--- config.mk ---
export PLATFORM = sky130hd
export DESIGN_NAME = pic16f84_cycle_seq
export DESIGN_NICKNAME = d
export VERILOG_FILES = /design/src/rtl/pic16f84_pkg.sv /design/src/rtl/pic16f84_phase_check.sv /design/src/rtl/pic16f84_cycle_seq.sv
export SDC_FILE = /design/constraint.sdc
export NUM_CORES = 1
export LEC_CHECK = 0
export CAP_MARGIN = 15
export CORE_MARGIN = 5
export CORE_UTILIZATION = 40
export CTS_CLUSTER_DIAMETER = 100
export CTS_CLUSTER_SIZE = 30
export DETAILED_ROUTE_END_ITERATION = 7
export PLACE_DENSITY = 0.7
export SYNTH_ARGS = -nofsm -noshare
export SYNTH_HDL_FRONTEND = slang
export SYNTH_HIERARCHICAL = 1
export SYNTH_SLANG_ARGS = --single-unit
--- constraint.sdc ---
create_clock -name clk -period 2.6 [get_ports clk]
set_input_delay 0.52 -clock clk [delete_from_list [all_inputs] [get_ports clk]]
set_output_delay 0.52 -clock clk [all_outputs]
set_load 0.05 [all_outputs]
--- src/rtl/pic16f84_pkg.sv ---
// Shared types and constants for the PIC16F84 instruction-cycle sequencer.
// Holds the phase and sequencer-state encodings plus phase helper functions.
package pic16f84_pkg;

  localparam int PC_W_DEF   = 13;
  localparam int INSN_W_DEF = 14;

  localparam logic [INSN_W_DEF-1:0] NOP = '0;

  typedef enum logic [1:0] {
    PH_Q1 = 2'd0,
    PH_Q2 = 2'd1,
    PH_Q3 = 2'd2,
    PH_Q4 = 2'd3
  } phase_e;

  typedef enum logic [1:0] {
    ST_SYNC = 2'd0,
    ST_RUN  = 2'd1,
    ST_ERR  = 2'd2
  } seq_state_e;

  function automatic phase_e next_phase(input phase_e ph);
    case (ph)
      PH_Q1:   return PH_Q2;
      PH_Q2:   return PH_Q3;
      PH_Q3:   return PH_Q4;
      default: return PH_Q1;
    endcase
  endfunction

  // One-hot strobe pattern {q4,q3,q2,q1} that a given phase must present.
  function automatic logic [3:0] phase_onehot(input phase_e ph);
    case (ph)
      PH_Q1:   return 4'b0001;
      PH_Q2:   return 4'b0010;
      PH_Q3:   return 4'b0100;
      default: return 4'b1000;
    endcase
  endfunction

endpackage

--- src/rtl/pic16f84_phase_check.sv ---
// Phase-stream tracker: locks onto Q1, follows Q1..Q4, flags illegal sequences.
// Emits same-edge Q1/Q4 enables for the PC/IR datapath.
module pic16f84_phase_check
  import pic16f84_pkg::*;
(
  input  logic       clk,
  input  logic       mclr,
  input  logic       q1,
  input  logic       q2,
  input  logic       q3,
  input  logic       q4,
  output logic [1:0] q_phase,
  output logic       phase_err,
  output logic       en_q1,
  output logic       en_q4
);

  seq_state_e state;
  phase_e     ph_q;
  phase_e     exp_ph;
  logic [3:0] qvec;
  logic       qvec_ok;

  assign qvec    = {q4, q3, q2, q1};
  assign exp_ph  = next_phase(ph_q);
  assign qvec_ok = (qvec == phase_onehot(exp_ph));
  assign q_phase = ph_q;

  // Enables act on the very edge that samples the strobe; SYNC's lock edge counts as Q1.
  always_comb begin
    en_q1 = 1'b0;
    en_q4 = 1'b0;
    if (state == ST_SYNC && qvec == 4'b0001) begin
      en_q1 = 1'b1;
    end else if (state == ST_RUN && qvec_ok) begin
      en_q1 = (exp_ph == PH_Q1);
      en_q4 = (exp_ph == PH_Q4);
    end
  end

  always_ff @(posedge clk or negedge mclr) begin
    if (!mclr) begin
      state     <= ST_SYNC;
      ph_q      <= PH_Q1;
      phase_err <= 1'b0;
    end else begin
      case (state)
        ST_SYNC: begin
          if (qvec == 4'b0001) begin
            state <= ST_RUN;
            ph_q  <= PH_Q1;
          end
        end
        ST_RUN: begin
          if (qvec_ok) begin
            ph_q <= exp_ph;
          end else if (qvec == 4'b0000) begin
            state <= ST_SYNC;
          end else begin
            state     <= ST_ERR;
            phase_err <= 1'b1;
          end
        end
        ST_ERR: begin
          phase_err <= 1'b1;
        end
        default: begin
          state     <= ST_ERR;
          phase_err <= 1'b1;
        end
      endcase
    end
  end

endmodule

--- src/rtl/pic16f84_cycle_seq.sv ---
// Instruction-cycle sequencer: owns PC and IR, overlaps fetch/execute across Tcy,
// and replaces the fetched word with a forced NOP after a taken branch or skip.
module pic16f84_cycle_seq
  import pic16f84_pkg::*;
#(
  parameter int PC_WIDTH     = PC_W_DEF,
  parameter int INSN_WIDTH   = INSN_W_DEF,
  parameter int RESET_VECTOR = 0
) (
  input  logic                  clk,
  input  logic                  mclr,
  input  logic                  q1,
  input  logic                  q2,
  input  logic                  q3,
  input  logic                  q4,
  input  logic [INSN_WIDTH-1:0] insn_data,
  input  logic                  branch_req,
  input  logic [PC_WIDTH-1:0]   branch_target,
  input  logic                  skip_req,
  output logic [PC_WIDTH-1:0]   pc,
  output logic [INSN_WIDTH-1:0] ir,
  output logic                  exec_valid,
  output logic                  flush,
  output logic [15:0]           tcy_count,
  output logic [1:0]            q_phase,
  output logic                  phase_err
);

  logic en_q1;
  logic en_q4;
  logic ir_forced;
  logic inhibit_inc;

  pic16f84_phase_check u_phase_check (
    .clk       (clk),
    .mclr      (mclr),
    .q1        (q1),
    .q2        (q2),
    .q3        (q3),
    .q4        (q4),
    .q_phase   (q_phase),
    .phase_err (phase_err),
    .en_q1     (en_q1),
    .en_q4     (en_q4)
  );

  // ir after reset is a forced NOP, so the first Tcy never raises exec_valid.
  always_ff @(posedge clk or negedge mclr) begin
    if (!mclr) begin
      pc          <= PC_WIDTH'(RESET_VECTOR);
      ir          <= INSN_WIDTH'(NOP);
      ir_forced   <= 1'b1;
      inhibit_inc <= 1'b1;
      exec_valid  <= 1'b0;
      flush       <= 1'b0;
      tcy_count   <= '0;
    end else begin
      exec_valid <= 1'b0;
      flush      <= 1'b0;
      if (en_q1) begin
        if (inhibit_inc) begin
          inhibit_inc <= 1'b0;
        end else begin
          pc <= pc + PC_WIDTH'(1);
        end
        exec_valid <= ~ir_forced;
      end
      if (en_q4) begin
        tcy_count <= tcy_count + 16'd1;
        if (branch_req) begin
          pc          <= branch_target;
          ir          <= INSN_WIDTH'(NOP);
          ir_forced   <= 1'b1;
          inhibit_inc <= 1'b1;
          flush       <= 1'b1;
        end else if (skip_req) begin
          ir        <= INSN_WIDTH'(NOP);
          ir_forced <= 1'b1;
          flush     <= 1'b1;
        end else begin
          ir        <= insn_data;
          ir_forced <= 1'b0;
        end
      end
    end
  end

endmodule

==> flow_metrics.env <==
export IMPL_status="finished, final reports clean"
export IMPL_cp_start_kind="flip-flop"
export IMPL_netlist_area_leader_share=0.509
export IMPL_placeableCoreArea_mm2=0.00596
export IMPL_place_congestion=0.760
export IMPL_crit_buf_inv=1
export IMPL_die_area_mm2=0.00782
export IMPL_syn_nets=280
export IMPL_cap_violations=0
export IMPL_routedWlPerCell_um=13.3
export IMPL_crit_fanout=5
export IMPL_viasPerCell=4.75
export IMPL_min_period_ps=2430
export IMPL_routed_via_count=1955
export IMPL_synth_distinct_cells=35
export IMPL_ys_seq_area_frac=0.530
export IMPL_cp_top_family="simple AND/OR/NAND/NOR gates"
export IMPL_die_y_um=88.4
export IMPL_cts_root_buffer="clkbuf_8"
export IMPL_final_nets=378
export IMPL_cts_sinks=52
export IMPL_postSynthCellCount=238
export IMPL_r2r_start="u_phase_check/q_phase[0]"
export IMPL_grt_max_degree=28
export IMPL_fin_setup_tns_ps=0
export IMPL_ir_worst_vdd_mv=0.447
export IMPL_synth_warnings=6
export IMPL_r2r_end="tcy_count[15]"
export IMPL_drv_slew=0
export IMPL_period_share=0.936
export IMPL_worstSetupPathDepth=9
export IMPL_antenna_found_initial=0
export IMPL_worstMarginPinSlew_ps=605
export IMPL_p_sw_w=0.000452
export IMPL_crit_arrival_ps=2670
export IMPL_slowest_delay_ps=400
export IMPL_hold_violations=0
export IMPL_p_leak_nw=1.60
export IMPL_tritoncts="built"
export IMPL_clk_latency_ps=300
export IMPL_rsz0062_at_grt="no"
export IMPL_ant_nets=0
export IMPL_ys_seq_elements=52
export IMPL_grt_pass1_wl_mm=9.28
export IMPL_grtUsageTotal=0.150
export IMPL_design_portCount=83
export IMPL_critical_path_cell_chain="inv_1, ha_1, xor2_1, nor4_4, and3_1, and4_1, and4_1, and3_1, xor2_1"
export IMPL_max_slew_margin=0.597
export IMPL_io_buffers=82
export IMPL_netlist_top_cells_area="dfrtp_1 (51%), xnor2_1 (6.8%), nand2_1 (4.3%)"
export IMPL_antenna_cells=0
export IMPL_worst_r2r_path_depth=9
export IMPL_clock_power_share=0.334
export IMPL_fillers=527
export IMPL_dpl_cell_area_mm2=0.00347
export IMPL_row_count=28
export IMPL_rrSetupSlack_ps=170
export IMPL_areaGrowthSynthToFinish_pct=46.5
export IMPL_drt_total_wl_mm=5.47
export IMPL_cp_required_ps=2830
export IMPL_dp_hpwl_mm=4.14
export IMPL_yosys_area_top_type="dfrtp_1"
export IMPL_combinationalPowerShare=0.156
export IMPL_worstSetupEndpointType="flip-flop"
export IMPL_crit_slowest_cell="dfrtp_2"
export IMPL_power_internal_w=0.00128
export IMPL_worstSetupPathType="reg -> reg"
export IMPL_setup_ws_ps=167
export IMPL_layout_commonest_cell="clkdlybuf4s50_1"
export IMPL_critPathCapture="tcy_count[15]"
export IMPL_layout_common_cells="clkdlybuf4s50_1 (81), dfrtp_1 (48), nand2_1 (28)"
export IMPL_hold_class="in -> async"
export IMPL_setup_viol=0
export IMPL_first_pass_iters=3
export IMPL_die_width_um=88.4
export IMPL_synth_area_per_cell_um2=10.3
export IMPL_dpl_worst_slack_ps=-274
export IMPL_initial_core_util=0.413
export IMPL_power_density_mw_per_mm2=480
export IMPL_htreeDepth=2
export IMPL_synth_area_mm2=0.00246
export IMPL_worstSetupStartpoint="u_phase_check/q_phase[0]"
export IMPL_drive_above_1_share=0.110
export IMPL_fin_area_mm2=0.00360
export IMPL_clockBufferDepth=2
export IMPL_power_total_w=0.00173
export IMPL_path_clk_slew_ps=90
export IMPL_grt_pass1_vias=2032
export IMPL_overflow=0
export IMPL_route_detailed_drc=0
export IMPL_cts_made_buffers=5
export IMPL_fmax_mhz=411
export IMPL_skew_ps=8.01
export IMPL_p_sw_frac=0.262
export IMPL_drtIter0Drc=33
export IMPL_hold_slack_ps=222
export IMPL_p_seq_frac=0.510
==> worst register-to-register path: stages (launching register included) <==
cell	delay, ps
dfrtp_2	400
inv_1	90
ha_1	230
xor2_1	170
nor4_4	360
and3_1	270
and4_1	270
and4_1	260
and3_1	190
xor2_1	140
==> cells in the mapped netlist, drive strengths merged <==
cell type  count
mux2           1
o21bai         1
inv           18
xor2          12
nand4          5
and2b          1
nand2b         1
nor3           6
nor2b          3
mux2i          3
o21a           1
clkbuf         4
and3b          1
o21ai         16
nand3b         1
nor4           4
nor2          20
buf            1
nand3          7
dfstp          2
and2           1
nand4b         1
a31o           1
a21bo          1
and4           4
nand2         28
nor3b          1
xnor2         19
dfrtp         50
and3           3
ha             7
a21oi         14
==> stage by stage <==
step / cells / utilization
final: 412 / 0.605
after global routing: 412 / 0.605
after CTS: 411 / 0.604
after detailed placement: 403 / 0.583
after global placement: 403 / 0.583
after floorplan: 238 / -
==> registers in the layout (all words and copies together) (netlist names) <==
name / cells
ir_forced: 1
u_phase_check/state: 2
u_phase_check/phase_err: 1
tcy_count: 16
u_phase_check/q_phase: 2
exec_valid: 1
pc: 13
inhibit_inc: 1
ir: 14
flush: 1
==> how the worst min path moves through the flow <==
stage                            start                       to  cells after the start  slack, ps
6_report                          mclr                   pc[12]                      1        220
5_1_grt                           mclr            tcy_count[14]                      1        260
4_1_cts                           mclr                   pc[12]                      1        230
3_5_place_dp             tcy_count[15]            tcy_count[15]                      1        460
3_3_place_gp   u_phase_check/phase_err  u_phase_check/phase_err                      1        460
2_1_floorplan                     mclr               exec_valid                      0        220
==> kinds of logic (layout without fill, tap and decap cells) <==
logic type	Yosys count	count (layout)	share of synthesized area
compound gates	34	34	0.0748
xor+xnor	31	31	0.110
fa+ha+maj	7	7	0.0356
buf+inv	23	122	0.0356
flops	52	52	0.530
mux	4	4	0.0168
simple gates	87	87	0.197
==> layout make-up <==
cell class	instances	area, um2	share of cell area
Sequential cell	52	1310	0.362
Clock buffer	6	82.6	0.0229
Timing Repair Buffer	96	946	0.262
Clock inverter	2	38.8	0.0108
Multi-Input combinational cell	163	1070	0.297
Tap cell	75	93.8	0.0260
Inverter	18	67.6	0.0187
==> timing repair <==
item / 4_1_cts / 5_1_grt
buffers inserted: 0 / 1
setup endpoints to repair: 0 / 31
resized for setup: 0 / 0
hold buffers: 0 / 0
==> power by group through the flow <==
| stage | clock network, W | logic [W] | registers [W] |
|---|---|---|---|
| 2_1_floorplan | 0 | 0.0000600 | 0.000969 |
| 3_3_place_gp | 0 | 0.000269 | 0.000898 |
| 3_5_place_dp | 0 | 0.000272 | 0.000899 |
| 4_1_cts | 0.000601 | 0.000273 | 0.000883 |
| 5_1_grt | 0.000627 | 0.000292 | 0.000888 |
| 6_report | 0.000577 | 0.000270 | 0.000881 |
==> per-layer routing <==
metal,part of all wire,GRT usage,vias up
li1,-,-,985
met1,0.45,0.190,915
met2,0.47,0.254,50
met3,0.074,0.0438,5
met4,0.0086,0.0330,0
met5,0,0,-
(Power assumes the default switching activity.)
==> variant 1, RTL diff (same settings) <==
Set the package constant `INSN_W_DEF` to 7 (it was 14).
--- a/src/rtl/pic16f84_pkg.sv
+++ b/src/rtl/pic16f84_pkg.sv
@@ -5,3 +5,3 @@
   localparam int PC_W_DEF   = 13;
-  localparam int INSN_W_DEF = 14;
+  localparam int INSN_W_DEF = 7;
 
Interface: changed (resized insn_data and ir); port bits go from 83 to 69. The function was not compared with the original's and may differ.
==> variant 1 against the unedited design <==
Routed wire length decreased by 12%. Combinational power decreased by 4%. Total power decreased by 8.7%. Area after synthesis decreased by 13%. Final area decreased by 13%. Sequential cell count decreased by 7. Worst setup slack got worse by 0.0040 ns. Count of clock-buffer cells in the layout unchanged. Clock skew decreased by 0.0040 ns.
==> variant 1: results (changes against the unedited design) <==
critical-path maximum fanout=3 (-2); Syn Nets=244 (-13%); GRT Util Overall=0.142 (-0.00720); Initial DRT Pass Iterations=2 (-1); status=finished, final reports clean; reg2reg setup slack=0.24 ns (+0.07 ns); worst slew pin tran=0.611 ns (+0.00582 ns); Leakage Power=1.36 nW (-15%); top cells by count, synth=dfrtp_1 (43), nor2_1 (21), xnor2_1 (18), nand2_1 (15); CP Data Arrival Time=2.66 ns (about the same); Port Buf Inserts=68 (-17%); DP HPWL=3590 um (-13%); Detailed Route WL=4790 um (-12%); first-pass GRT wire length=8270 um (-11%); hold_ws=0.227 ns (+0.00486 ns); met3 WL=270 um (-33%); post-synthesis cell type count=31 (-11%); setup repair bufs after CTS=0 (unchanged); layout cell share with drive strength beyond 1=0.125 (+0.0156); synth top area cells=dfrtp_1 (50%), xnor2_1 (7.4%), xor2_1 (4.9%); routed wl met2=2190 um (-15%); Async SR Flop Fraction=1.00 (unchanged); VDD IR max=0.000356 V (-20%); vias per cell=4.68 (-1.4%); highest metal layer with signal wires=met4; Seq/Total Area, Yosys=0.527 (-0.00283); met1 wire length=2290 um (-6.4%); biggest regs=tcy_count: 16 flops, pc: 13 flops, ir: 7 flops; Pint=1.15 mW (-9.7%); Final nets=329 (-13%); Starting DRT DRC Count=97 (+190%); CP startpoint=q1; r2r startpoint=u_phase_check/q_phase[1]; Final Wtd Congestion=0.740 (-2.5%); vias in the first global route=1,762 (-13%); clock skew=0.00406 ns (-0.00395 ns)
variant 1: cell types whose count changed in the layout (fill, tap and decap cells not counted), moves of 6 or more:
cell and delta:
dfrtp_1 -7, nand3_1 +8, nand2_1 -13, clkdlybuf4s50_1 -14
o21ai_0 -6, inv_1 -9
variant 1: stage by stage:
step                cell area (um2)  total power [mW]  setup TNS, ns  worst slack [ns]  cells
global placement               3030              1.04         -0.405            -0.104    357
global route                   3150              1.64              0           0.00152    365
detailed placement             3030              1.04         -0.696            -0.155    357
finish                         3150              1.58              0             0.163    365
CTS                            3150              1.60              0             0.150    365
floorplan                      2160             0.913              0           0.00395    209
variant 1: cell families after synthesis:
| group | synth area share |
|---|---|
| xor gates and xnor gates | 0.123 |
| muxes | 0.0193 |
| DFF | 0.527 |
| adders and majority gates | 0.0409 |
| buffers and inverters | 0.0286 |
| and+or+nand+nor | 0.189 |
| AOI/OAI and AO/OA | 0.0725 |
variant 1: final timing paths:
check,to,cells after the start
setup / recovery,pc[12],9
hold / removal,tcy_count[11],1
setup reg to reg,pc[12],9
hold reg to reg,tcy_count[15],1
max in group asynchronous,inhibit_inc,2
min in group clk,tcy_count[15],1
variant 1: routing by layer:
layer  vias to the layer above  global-route usage
met5                         -                   0
met4                         0              0.0357
met3                         5              0.0436
met2                        38               0.227
met1                       785               0.190
li1                        879                   -
variant 1: cell type report:
type / instances / area (um2)
Clock buffer: 6 / 82.6
Timing Repair Buffer: 83 / 801
Multi-Input combinational cell: 148 / 968
Inverter: 11 / 41.3
Clock inverter: 2 / 37.5
Sequential cell: 45 / 1130
Tap cell: 70 / 87.6
Fill cell: 475 / 1990
variant 1: power groups by stage:
stage	clock [mW]	combinational, mW	sequential, mW
after floorplan	0	0.0634	0.849
after global placement	0	0.257	0.778
after detailed placement	0	0.261	0.778
after CTS	0.570	0.262	0.765
after global routing	0.597	0.278	0.770
final	0.554	0.258	0.765
variant 1: worst max-delay path: stages:
cell and delay [ns]:
clkdlybuf4s50_1 0.50, xnor2_1 0.12, nand2_1 0.10, nor4_4 0.29, a21bo_2 0.20, and4b_2 0.22, nand4_1 0.11, or4_1 0.42
a31oi_1 0.17
==> variant 2, RTL diff (same settings) <==
Without the edit above. Put one more register stage on the output `tcy_count`, with the module's reset. The value now appears one clock later. The other outputs are not delayed to match.
--- a/src/rtl/pic16f84_cycle_seq.sv
+++ b/src/rtl/pic16f84_cycle_seq.sv
@@ -28,2 +28,4 @@
 
+  logic [15:0] tcy_count_s0;
+
   logic en_q1;
@@ -55,3 +57,3 @@
       flush       <= 1'b0;
-      tcy_count   <= '0;
+      tcy_count_s0 <= '0;
     end else begin
@@ -68,3 +70,3 @@
       if (en_q4) begin
-        tcy_count <= tcy_count + 16'd1;
+        tcy_count_s0 <= tcy_count_s0 + 16'd1;
         if (branch_req) begin
@@ -87,2 +89,10 @@
 
+  always_ff @(posedge clk or negedge mclr) begin
+    if (!mclr) begin
+      tcy_count <= '0;
+    end else begin
+      tcy_count <= tcy_count_s0;
+    end
+  end
+
 endmodule
Check against the original RTL: not equivalent (a bounded check fails within 10 cycles, from zero or initial values).
==> variant 2 against the unedited design <==
Total power up 25%. Via count up 7.8%. Fmax is 2.6% higher. Area after synthesis grew 16%. Final area grew 13%. Sequential cell count increased by 16. Routed wire length increased by 9.1%. Worst setup slack better by 0.062 ns. Synthesized cell count is 7.1% higher.
==> variant 2: results (changes against the unedited design) <==
inverter count=19 (+1); wire per inst=13.0 um (-2.1%); met1 wire length=2520 um (+2.9%); Seq/Total Area, Yosys=0.599 (+0.0687); CP Data Arrival Time=2.62 ns (-0.05 ns); fillcell total=607 (+15%); first-pass GRT wire length=9960 um (+7.4%); Slew headroom=0.649 (+0.0527); vias per cell=4.59 (-3.3%); status=finished, final reports clean; Starting DRT DRC Count=24 (-27%); clk pwr=0.764 mW (+32%); worst skew pair latency=0.33 ns (+0.03 ns); met3 WL=296 um (-27%); Seq Cell Count=68 (+31%); Post-Place Worst Slack=-0.120 ns (+0.154 ns); layout buffer count excluding clock buffers=97 (+1.0%); fraction of area in multi-input gates=0.258 (-0.0388); placed cell area=0.00390 mm2 (+12%); pin count of the biggest net entering global routing=69 (+150%); H-tree Lvls=3 (+1); clock-cell share of area=0.0430 (+0.00928); DP HPWL=4350 um (+5.3%); Detailed Route WL=5970 um (+9.1%); Post-Synthesis Cells=255 (+7.1%); layout cell share with drive strength beyond 1=0.127 (+0.0169); sw frac=0.280 (+0.0187); placed cells=443 (+9.9%); buffering overhead=0.234 (-0.0287); post-synthesis cell type count=33 (-5.7%); Syn Nets=297 (+6.1%); Final Wtd Congestion=0.732 (-3.7%); part of the power in registers=0.522 (+0.012); routed wl met2=3070 um (+20%); synth top area cells=dfrtp_1 (58%), xnor2_1 (6.2%), nand2_1 (3.6%); layout clock buffer count=9 (+3); Core Util, Final=0.594 (-0.0114); Avg Cell Area, Syn=11.2 um2 (+8.0%); biggest regs=tcy_count: 16 flops, tcy_count_s0: 16 flops, ir: 14 flops; Final nets=400 (+5.8%)
## variant 2: kinds of logic after synthesis
kind of cell	after synthesis	synth area share
AOI/OAI and AO/OA	34	0.0646
xor gates and xnor gates	31	0.0954
adders and majority gates	7	0.0308
buffers and inverters	24	0.0321
DFF	68	0.599
muxes	4	0.0145
and+or+nand+nor	87	0.164
## variant 2: how the worst min path moves through the flow
| stage | from | to | depth (start not counted) |
|---|---|---|---|
| after detailed placement | tcy_count_s0[15] | tcy_count[15] | 0 |
| after global placement | tcy_count_s0[15] | tcy_count[15] | 0 |
| final | mclr | pc[8] | 2 |
| after floorplan | mclr | exec_valid | 0 |
| after global routing | mclr | pc[8] | 2 |
| after CTS | mclr | pc[9] | 2 |
## variant 2: metal layers
| metal | up-vias | track usage |
|---|---|---|
| met5 | - | 0 |
| met4 | 0 | 0.0433 |
| met3 | 8 | 0.0438 |
| met2 | 40 | 0.243 |
| met1 | 1006 | 0.175 |
| li1 | 1053 | - |
